## src/rtl/cpu_pkg.sv

```systemverilog
// cpu_pkg: opcode constants, writeback register defaults and the queue entry type
package cpu_pkg;
  localparam logic [4:0] OP_J    = 5'b00001;
  localparam logic [4:0] OP_BNE  = 5'b00010;
  localparam logic [4:0] OP_JAL  = 5'b00011;
  localparam logic [4:0] OP_JR   = 5'b00100;
  localparam logic [4:0] OP_BLT  = 5'b00110;
  localparam logic [4:0] OP_SW   = 5'b00111;
  localparam logic [4:0] OP_LW   = 5'b01000;
  localparam logic [4:0] OP_SETX = 5'b10101;
  localparam int STATUS_REG_DEF = 30;
  localparam int LINK_REG_DEF   = 31;
  localparam int DATA_W_DEF     = 32;
  localparam int RA_W_DEF       = 5;
  typedef struct packed {
    logic [RA_W_DEF-1:0]   rd;
    logic [DATA_W_DEF-1:0] data;
  } wb_entry_t;
endpackage

```

## src/rtl/wb_queue.sv

```systemverilog
// wb_queue: in-order mult/div result buffer with squash-by-rd
// Ports: push_i/push_rd_i/push_data_i enqueue, pop_i retires head, squash_i/squash_rd_i
// invalidate matching entries, head_*_o expose the oldest entry, count_o/ready_o report occupancy.
module wb_queue #(
  parameter int DATA_W = 32,
  parameter int RA_W   = 5,
  parameter int DEPTH  = 2,
  parameter int CW     = $clog2(DEPTH+1)
) (
  input  logic              clock,
  input  logic              reset,
  input  logic              push_i,
  input  logic [RA_W-1:0]   push_rd_i,
  input  logic [DATA_W-1:0] push_data_i,
  input  logic              pop_i,
  input  logic              squash_i,
  input  logic [RA_W-1:0]   squash_rd_i,
  output logic              head_valid_o,
  output logic [RA_W-1:0]   head_rd_o,
  output logic [DATA_W-1:0] head_data_o,
  output logic [CW-1:0]     count_o,
  output logic              ready_o
);
  logic [RA_W-1:0]   rd_q [DEPTH];
  logic [RA_W-1:0]   rd_d [DEPTH];
  logic [DATA_W-1:0] data_q [DEPTH];
  logic [DATA_W-1:0] data_d [DEPTH];
  logic [DEPTH-1:0]  val_q, val_d;
  logic [CW-1:0]     count_q, count_d;
  logic              ready_q;
  // Survivors are packed toward slot 0 so the head is always slot 0 and
  // squashed holes give their space back in the same edge.
  always_comb begin
    int k;
    rd_d   = rd_q;
    data_d = data_q;
    val_d  = '0;
    k      = 0;
    for (int i = 0; i < DEPTH; i++) begin
      if (val_q[i] && !(pop_i && i == 0) && !(squash_i && rd_q[i] == squash_rd_i)) begin
        rd_d[k]   = rd_q[i];
        data_d[k] = data_q[i];
        val_d[k]  = 1'b1;
        k++;
      end
    end
    if (push_i && !(squash_i && push_rd_i == squash_rd_i) && k < DEPTH) begin
      rd_d[k]   = push_rd_i;
      data_d[k] = push_data_i;
      val_d[k]  = 1'b1;
      k++;
    end
    count_d = CW'(k);
  end
  always_ff @(posedge clock) begin
    if (reset) begin
      val_q   <= '0;
      count_q <= '0;
      ready_q <= 1'b1;
    end else begin
      val_q   <= val_d;
      rd_q    <= rd_d;
      data_q  <= data_d;
      count_q <= count_d;
      ready_q <= count_d < CW'(DEPTH);
    end
  end
  assign head_valid_o = val_q[0];
  assign head_rd_o    = rd_q[0];
  assign head_data_o  = data_q[0];
  assign count_o      = count_q;
  assign ready_o      = ready_q;
endmodule

```

## src/rtl/wb_arbiter.sv

```systemverilog
// wb_arbiter: writeback decode plus arbitration between the pipeline and queued mult/div results
// Ports: clock/reset; ir, wb_data, exception from the MW latch; md_* mult/div offer;
// rf_we/rf_rd/rf_data register-file write; mem_sel lw select; stall_req freeze; pend_count occupancy.
module wb_arbiter
  import cpu_pkg::*;
#(
  parameter int DATA_W     = 32,
  parameter int RA_W       = 5,
  parameter int DEPTH      = 2,
  parameter int STATUS_REG = STATUS_REG_DEF,
  parameter int LINK_REG   = LINK_REG_DEF,
  parameter int STARVE_MAX = 3
) (
  input  logic                       clock,
  input  logic                       reset,
  input  logic [31:0]                ir,
  input  logic [DATA_W-1:0]          wb_data,
  input  logic [2:0]                 exception,
  input  logic                       md_valid,
  input  logic [RA_W-1:0]            md_rd,
  input  logic [DATA_W-1:0]          md_data,
  input  logic                       md_excep,
  input  logic [2:0]                 md_status,
  output logic                       md_ready,
  output logic                       mem_sel,
  output logic                       rf_we,
  output logic [RA_W-1:0]            rf_rd,
  output logic [DATA_W-1:0]          rf_data,
  output logic                       stall_req,
  output logic [$clog2(DEPTH+1)-1:0] pend_count
);
  localparam int SW = $clog2(STARVE_MAX+1);
  logic [4:0]        op;
  logic              no_wr, has_exc, p_we;
  logic [RA_W-1:0]   p_rd, md_rd_e, head_rd;
  logic [DATA_W-1:0] p_data, md_data_e, head_data;
  logic              head_v, retire, bypass, push, blocked;
  logic              stall_q, stall_d;
  logic [SW-1:0]     starve_q, starve_d;
  logic              unused_ir;
  assign unused_ir = ^ir[21:0];
  assign op      = ir[31:27];
  assign has_exc = exception != 3'd0;
  assign no_wr   = ir == 32'd0 || op inside {OP_J, OP_BNE, OP_JR, OP_BLT, OP_SW};
  // A pending exception records itself in rstatus regardless of the opcode.
  assign p_rd    = has_exc ? RA_W'(STATUS_REG) : op == OP_SETX ? RA_W'(STATUS_REG) :
                   op == OP_JAL ? RA_W'(LINK_REG) : RA_W'(ir[26:22]);
  assign p_data  = has_exc ? DATA_W'(exception) : wb_data;
  assign p_we    = (has_exc || !no_wr) && p_rd != '0 && !stall_q;
  assign mem_sel = op == OP_LW;
  assign md_rd_e   = md_excep ? RA_W'(STATUS_REG) : md_rd;
  assign md_data_e = md_excep ? DATA_W'(md_status) : md_data;
  assign retire = !p_we && head_v;
  assign bypass = !p_we && !head_v && md_valid && md_rd_e != '0;
  assign push   = md_valid && md_ready && md_rd_e != '0 && !bypass;
  assign rf_we   = p_we || retire || bypass;
  assign rf_rd   = p_we ? p_rd : retire ? head_rd : md_rd_e;
  assign rf_data = p_we ? p_data : retire ? head_data : md_data_e;
  wb_queue #(.DATA_W(DATA_W), .RA_W(RA_W), .DEPTH(DEPTH)) u_queue (
    .clock(clock),
    .reset(reset),
    .push_i(push),
    .push_rd_i(md_rd_e),
    .push_data_i(md_data_e),
    .pop_i(retire),
    .squash_i(p_we),
    .squash_rd_i(p_rd),
    .head_valid_o(head_v),
    .head_rd_o(head_rd),
    .head_data_o(head_data),
    .count_o(pend_count),
    .ready_o(md_ready)
  );
  assign blocked  = head_v && !retire;
  assign stall_d  = blocked && starve_q == SW'(STARVE_MAX-1);
  assign starve_d = (blocked && !stall_d) ? starve_q + 1'b1 : '0;
  always_ff @(posedge clock) begin
    if (reset) begin
      stall_q  <= 1'b0;
      starve_q <= '0;
    end else begin
      stall_q  <= stall_d;
      starve_q <= starve_d;
    end
  end
  assign stall_req = stall_q;
endmodule
```

## config.mk

```make
export PLATFORM = sky130hd
export DESIGN_NAME = wb_arbiter
export DESIGN_NICKNAME = d
export VERILOG_FILES = /design/src/rtl/cpu_pkg.sv /design/src/rtl/wb_queue.sv /design/src/rtl/wb_arbiter.sv
export SDC_FILE = /design/constraint.sdc
export NUM_CORES = 1
export LEC_CHECK = 0
export CORE_ASPECT_RATIO = 0.75
export CORE_MARGIN = 1
export CORE_UTILIZATION = 52
export DETAILED_ROUTE_END_ITERATION = 8
export HOLD_SLACK_MARGIN = 0.05
export PLACE_DENSITY = 0.87
export SLEW_MARGIN = 15
export SYNTH_ARGS = -nofsm -noshare
export SYNTH_HDL_FRONTEND = slang
export SYNTH_SLANG_ARGS = --single-unit
```

## constraint.sdc

```tcl
create_clock -name clock -period 13.16 [get_ports clock]
set_input_delay 2.632 -clock clock [delete_from_list [all_inputs] [get_ports clock]]
set_output_delay 2.632 -clock clock [all_outputs]
set_load 0.005 [all_outputs]
```

### Word level (Yosys, flattened, before mapping)

Cells that the tools add are included.

| cells by class | value |
|---|---|
| $lt $le $gt $ge | 10 |
| eq/ne operators | 12 |
| $add $sub $neg | 3 |
| bitwise gates (word level) | 5 |
| multiplexer cells | 36 |
| reductions and logical operators | 43 |

Operators with widths:

| operator | number |
|---|---|
| 32-bit 2-to-1 mux | 7 |
| 64-bit bitwise mux | 2 |
| 64-bit 2-to-1 mux | 2 |
| 32-bit by 3-bit < comparator with 1-bit output, second input constant | 3 |
| 32-bit demux with 1-bit select | 2 |
| 32-bit by 1-bit >= comparator with 1-bit output, second input constant | 2 |
| 32-bit by 2-bit >= comparator with 1-bit output, second input constant | 2 |
| 32-bit by 1-bit < comparator with 1-bit output, second input constant | 2 |
| 32-bit inverter | 2 |
| 5-bit 2-to-1 mux | 8 |
| 32-bit by 2-bit adder with 32-bit output, second input constant | 1 |
| 32-bit logical NOT | 1 |
| 1-bit logical AND | 23 |
| 10-bit bitwise mux | 2 |
| 10-bit 2-to-1 mux | 2 |
| 5-bit by 3-bit equality test with 1-bit output, second input constant | 3 |
| 5-bit equality test | 3 |
| 5-bit nonzero test | 3 |
| 5-bit demux with 1-bit select | 2 |
| 5-bit by 2-bit equality test with 1-bit output, second input constant | 2 |
| 1-bit logical NOT | 10 |
| 2-bit 2-to-1 mux | 3 |
| 5-bit by 1-bit equality test with 1-bit output, second input constant | 1 |
| 5-bit by 4-bit equality test with 1-bit output, second input constant | 1 |
| other kinds (13) | 20 |

| word-level totals | value |
|---|---|
| register bits | 82 |
| word-level logic and storage cells | 118 |

### Logic depth before layout (Yosys ltp)

| logic depth | value |
|---|---|
| depth after elaboration | 22 |
| gate-level depth with buffers | 16 |

### Modules after synthesis

Synthesis repeated with hierarchy kept, for this count alone.

| second synthesis, totals | value |
|---|---|
| cells, all modules | 666 |
| area, all modules | 6010.8 sq um |

Modules (own cells, without submodules):

| module | cells an instance | area an instance (sq um) | instances |
|---|---|---|---|
| wb_queue | 377 | 4157.7 | 1 |
| wb_arbiter | 289 | 1853.0 | 1 |

### Least setup slack after synthesis

No wires, ideal clock.

| timing | value |
|---|---|
| path type | input to register |
| from | input port ir[29] |
| to | register u_queue.data_q[0] in the netlist's numbering (enable) |
| data required time | 12.729 ns |
| buffers on the path | 3 |
| data arrival time | 6.679 ns |
| cell stages on the path | 14 |
| path slack | 6.050 ns |
| path through | buf_4 > and3b_1 > o21ai_1 > buf_4 > nand2_2 > o31a_1 > a222oi_1 > inv_1 > ha_1 > a2111oi_0 > o31a_2 > nand2_1 > buf_4 > nor2_1 |

RTL lines:

| element | RTL line | RTL |
|---|---|---|
| from (decl) | wb_arbiter.sv:16 | `input logic [31:0] ir,` |
| to (signal assigned) | wb_queue.sv:63 | `data_q <= data_d;` |
| to (decl) | wb_queue.sv:26 | `logic [DATA_W-1:0] data_q [DEPTH];` |

### Final worst setup path

| timing | value |
|---|---|
| from | input port ir[29] |
| to | output port rf_rd[1] |

| on the way | value |
|---|---|
| longest elaborated chain between the ends | 11 |

Ends and longest elaborated chain:

| element | RTL line | RTL |
|---|---|---|
| 5-bit by 2-bit equality test with 1-bit output (tied with other cells) | wb_arbiter.sv:47 | `op == OP_JAL ? RA_W'(LINK_REG) : RA_W'(ir[26:22]);` |
| 5-bit 2-to-1 mux or 5-bit nonzero test (tied branches) | wb_arbiter.sv:47, wb_arbiter.sv:44 |  |
| 5-bit 2-to-1 mux or 1-bit logical OR (tied branches) | wb_arbiter.sv:46, wb_arbiter.sv:44 |  |
| 5-bit 2-to-1 mux or 1-bit logical NOT (tied branches) | wb_arbiter.sv:46, wb_arbiter.sv:49 |  |
| 5-bit nonzero test or 1-bit logical OR (tied branches) | wb_arbiter.sv:49 | `assign p_we = (has_exc \|\| !no_wr) && p_rd != '0 && !stall_q;` |
| 1-bit logical AND (2 in a row) | wb_arbiter.sv:49 |  |
| 1-bit logical NOT | wb_arbiter.sv:53 | `assign retire = !p_we && head_v;` |
| 1-bit logical AND | wb_arbiter.sv:53 |  |
| 5-bit 2-to-1 mux | wb_arbiter.sv:57 | `assign rf_rd = p_we ? p_rd : retire ? head_rd : md_rd_e;` |
| 5-bit 2-to-1 mux (*) | wb_arbiter.sv:57 |  |
| to (decl) | wb_arbiter.sv:27 | `output logic [RA_W-1:0] rf_rd,` |

Mark *: on every way between the ends. The rest lies on a longest branch, timed or not.

==> flow_summary.toml <==
[run_status]
outcome = "finished clean"

[timing]
hold_viol = 0
setup_viol = 0
finalSetupTns_ns = 0
fmax_ghz = 0.116
worst_pin_slew_ns = 1.12
relSlewSlack_pct = 25.2
fin_crit_ns = 8.59
rsz0062_at_grt = "false"
timing.final.crit_share_pct = 65.3
skew_ns = 0.00875
finalMaxSlewViolations = 0

[logic_synthesis]
synth_top_area_share_pct = 42.5
syn_area_mm2 = 0.00523
ys_async_sr_fraction_pct = 0
yosys.cell_types.count = 52
synthFlopType = "edfxtp_1"
ys_seq_elements = 82
syn_nets = 657
synth_edf_count = 74
yosys.area.top_type = "edfxtp_1"
synth_area_leaders = "edfxtp_1 (42%), mux2i_1 (15%), nor2_1 (6.0%)"
avgSynthCellArea_um2 = 9.65
synth_common_cells = "nor2_1 (83), mux2i_1 (78), edfxtp_1 (74)"
yosysWarnings = 0
ys_seq_area_share_pct = 45.5
synthCells = 542
yosysMostFrequentCell = "nor2_1"

[clocking]
htree_levels = 3
cts_resized = 0
cts-root-buf = "clkbuf_16"
postCtsSetupRepairBufs = 0
clkSlewWorstSetupHoldPaths_ns = 0.06
cts_hold_buf = 0
insertion_delay_ns = 0.33
cts_num_sinks = 82
cts_made_buffers = 9
cts_tree = "yes"
clock_path_buffers = 2

[floorplanning]
dieArea_mm2 = 0.0105
die_y_um = 88.9
initial_core_util_pct = 53.9
rows = 31
fp.coreArea_mm2 = 0.00970
die_w_um = 118
io_pins = 154

[routing]
route.detailed.drc = 0
first_pass_iters = 5
viasPerCell = 5.71
wl_per_cell_um = 17.1
wl_um = 13400
antenna_left = 0
route.vias.total = 4479
drtIter0Drc = 316

[critical_path]
critPathKind = "input port to output pin"
critPathSlowestCell = "o21ai_1"
cp_cell_sequence = "clkdlybuf4s50_1 -> and3b_1 -> o21ai_1 -> nand3_1 -> and2_2 -> o31ai_1 -> clkdlybuf4s50_1"
end_kind = "output pin"
cp.required_ns = 10.53
path_delay_family = "buffers and inverters"
cp_common_cell = "clkdlybuf4s50_1"
critPathLaunchType = "input port"
critPathBufInv = 2
critPathArrivalTime_ns = 5.96
max_stage_delay_ns = 0.69
cp_max_fo = 63

[final_layout]
fillers = 712
register_area_mm2 = 0.00239
stdcell_area_mm2 = 0.00689
layout-drive-gt1-share_pct = 5.36
final_nets = 763
multi_input_area_mm2 = 0.00259
diodes = 0
area_growth_pct = 31.7

[grt]
grt_overflow = 0
grt_first_pass_wirelength_um = 21100
first_global_vias = 4287
grt_max_degree = 64
antenna_found_initial = 0
groute.usage.overall_pct = 25.6

[min_path]
holdCritPathClass = "register to register"

[pwr]
vdd_drop_max_uv = 82.5
p_leak_nw = 2.61
fin_total_pwr_mw = 1.04
power_density_mw_per_mm2 = 150

[placed_design]
dp_hpwl_um = 8890
placed_cell_area_mm2 = 0.00654
port_buffers = 131
gp_congestion = 0.887

[job]
cap_violations = 0
-- final cells by class --
type	instances	share of cell area, %
Timing Repair Buffer	137	19.7
Clock inverter	7	1.80
Multi-Input combinational cell	406	37.5
Sequential cell	82	34.6
Inverter	12	0.654
Tap cell	132	2.40
Clock buffer	9	3.27
-- worst register-to-register path, stage by stage (launching register included) --
cell and delay, ns:
edfxtp_1 0.46, or4_1 0.49, o21ai_0 0.15, o21ai_1 0.07, a222oi_1 0.83, inv_1 0.12, ha_1 0.26, a2111oi_0 0.46
o31a_2 0.32, nand2_1 0.13, nor2_4 0.86
-- logic make-up (layout without fill, tap and decap cells) --
group / Yosys count / after routing / share of synthesized area (%)
and+or+nand+nor: 204 / 204 / 19.7
AOI/OAI and AO/OA: 114 / 114 / 12.4
DFF: 82 / 82 / 45.5
muxes: 78 / 78 / 14.9
buffers and inverters: 54 / 165 / 5.50
xor gates and xnor gates: 6 / 6 / 1.00
adders and majority gates: 4 / 4 / 0.957
-- flip-flops by register name, indices dropped and copies added (netlist names) --
| register | flops |
|---|---|
| stall_req | 1 |
| u_queue.count_o | 2 |
| starve_q | 2 |
| u_queue.head_rd_o | 5 |
| u_queue.val_q | 2 |
| u_queue.rd_q | 5 |
| u_queue.data_q | 32 |
| u_queue.ready_o | 1 |
| u_queue.head_data_o | 32 |
-- worst paths after layout --
check | start | end | cells past startpoint | slack [ns]
worst min register to register | starve_q[0] | starve_q[0] | 1 | 0.42
worst max-delay path | ir[29] | rf_rd[1] | 7 | 4.57
worst min-delay path | starve_q[0] | starve_q[0] | 1 | 0.42
worst max register to register | u_queue.rd_q[3] | u_queue.data_q[29] | 10 | 8.61
-- power breakdown --
group | switching, mW | internal (mW) | total (mW)
clock | 0.104 | 0.188 | 0.292
sequential | 0.0524 | 0.363 | 0.415
combinational | 0.176 | 0.153 | 0.329
total | 0.333 | 0.703 | 1.04
-- metrics by stage --
| step | hold WS (ns) | utilization, % | setup slack (ns) | cells |
|---|---|---|---|---|
| global placement | 0.403 | 67.4 | 4.65 | 769 |
| floorplan | 0.391 | - | 6.05 | 542 |
| global route | 0.428 | 71.0 | 4.39 | 785 |
| finish | 0.418 | 71.0 | 4.57 | 785 |
| detailed placement | 0.409 | 67.4 | 4.64 | 769 |
| CTS | 0.419 | 71.0 | 4.64 | 785 |
-- placed cells by master, fill, tap and decap left out, types with 3 or more instances in the layout --
master / instances
nand2_1: 19
a31oi_1: 3
ha_1: 4
nor2_1: 82
clkdlybuf4s50_1: 131
a21oi_1: 40
xor2_1: 3
clkbuf_16: 9
edfxtp_1: 74
nand4_1: 3
and3_1: 3
dfxtp_1: 7
nand3_1: 35
bufinv_16: 3
nor3_1: 4
o22ai_1: 3
mux2i_1: 78
or4_1: 4
o31ai_1: 3
and2_1: 3
nor4_1: 4
xnor2_1: 3
inv_1: 12
o21ai_0: 42
buf_4: 6
o211ai_1: 5
nand2b_1: 30
-- per-layer routing --
layer / routed length, µm / global-route usage [%] / vias up / part of all wire [%]
met4: 170 / 7.46 / 0 / 1.3
li1: - / - / 2188 / -
met3: 926 / 4.77 / 16 / 6.9
met1: 5910 / 32.7 / 2075 / 44
met5: 0 / 0 / - / 0
met2: 6440 / 44.8 / 200 / 48
No activity file was read; power rests on OpenSTA's default activity.
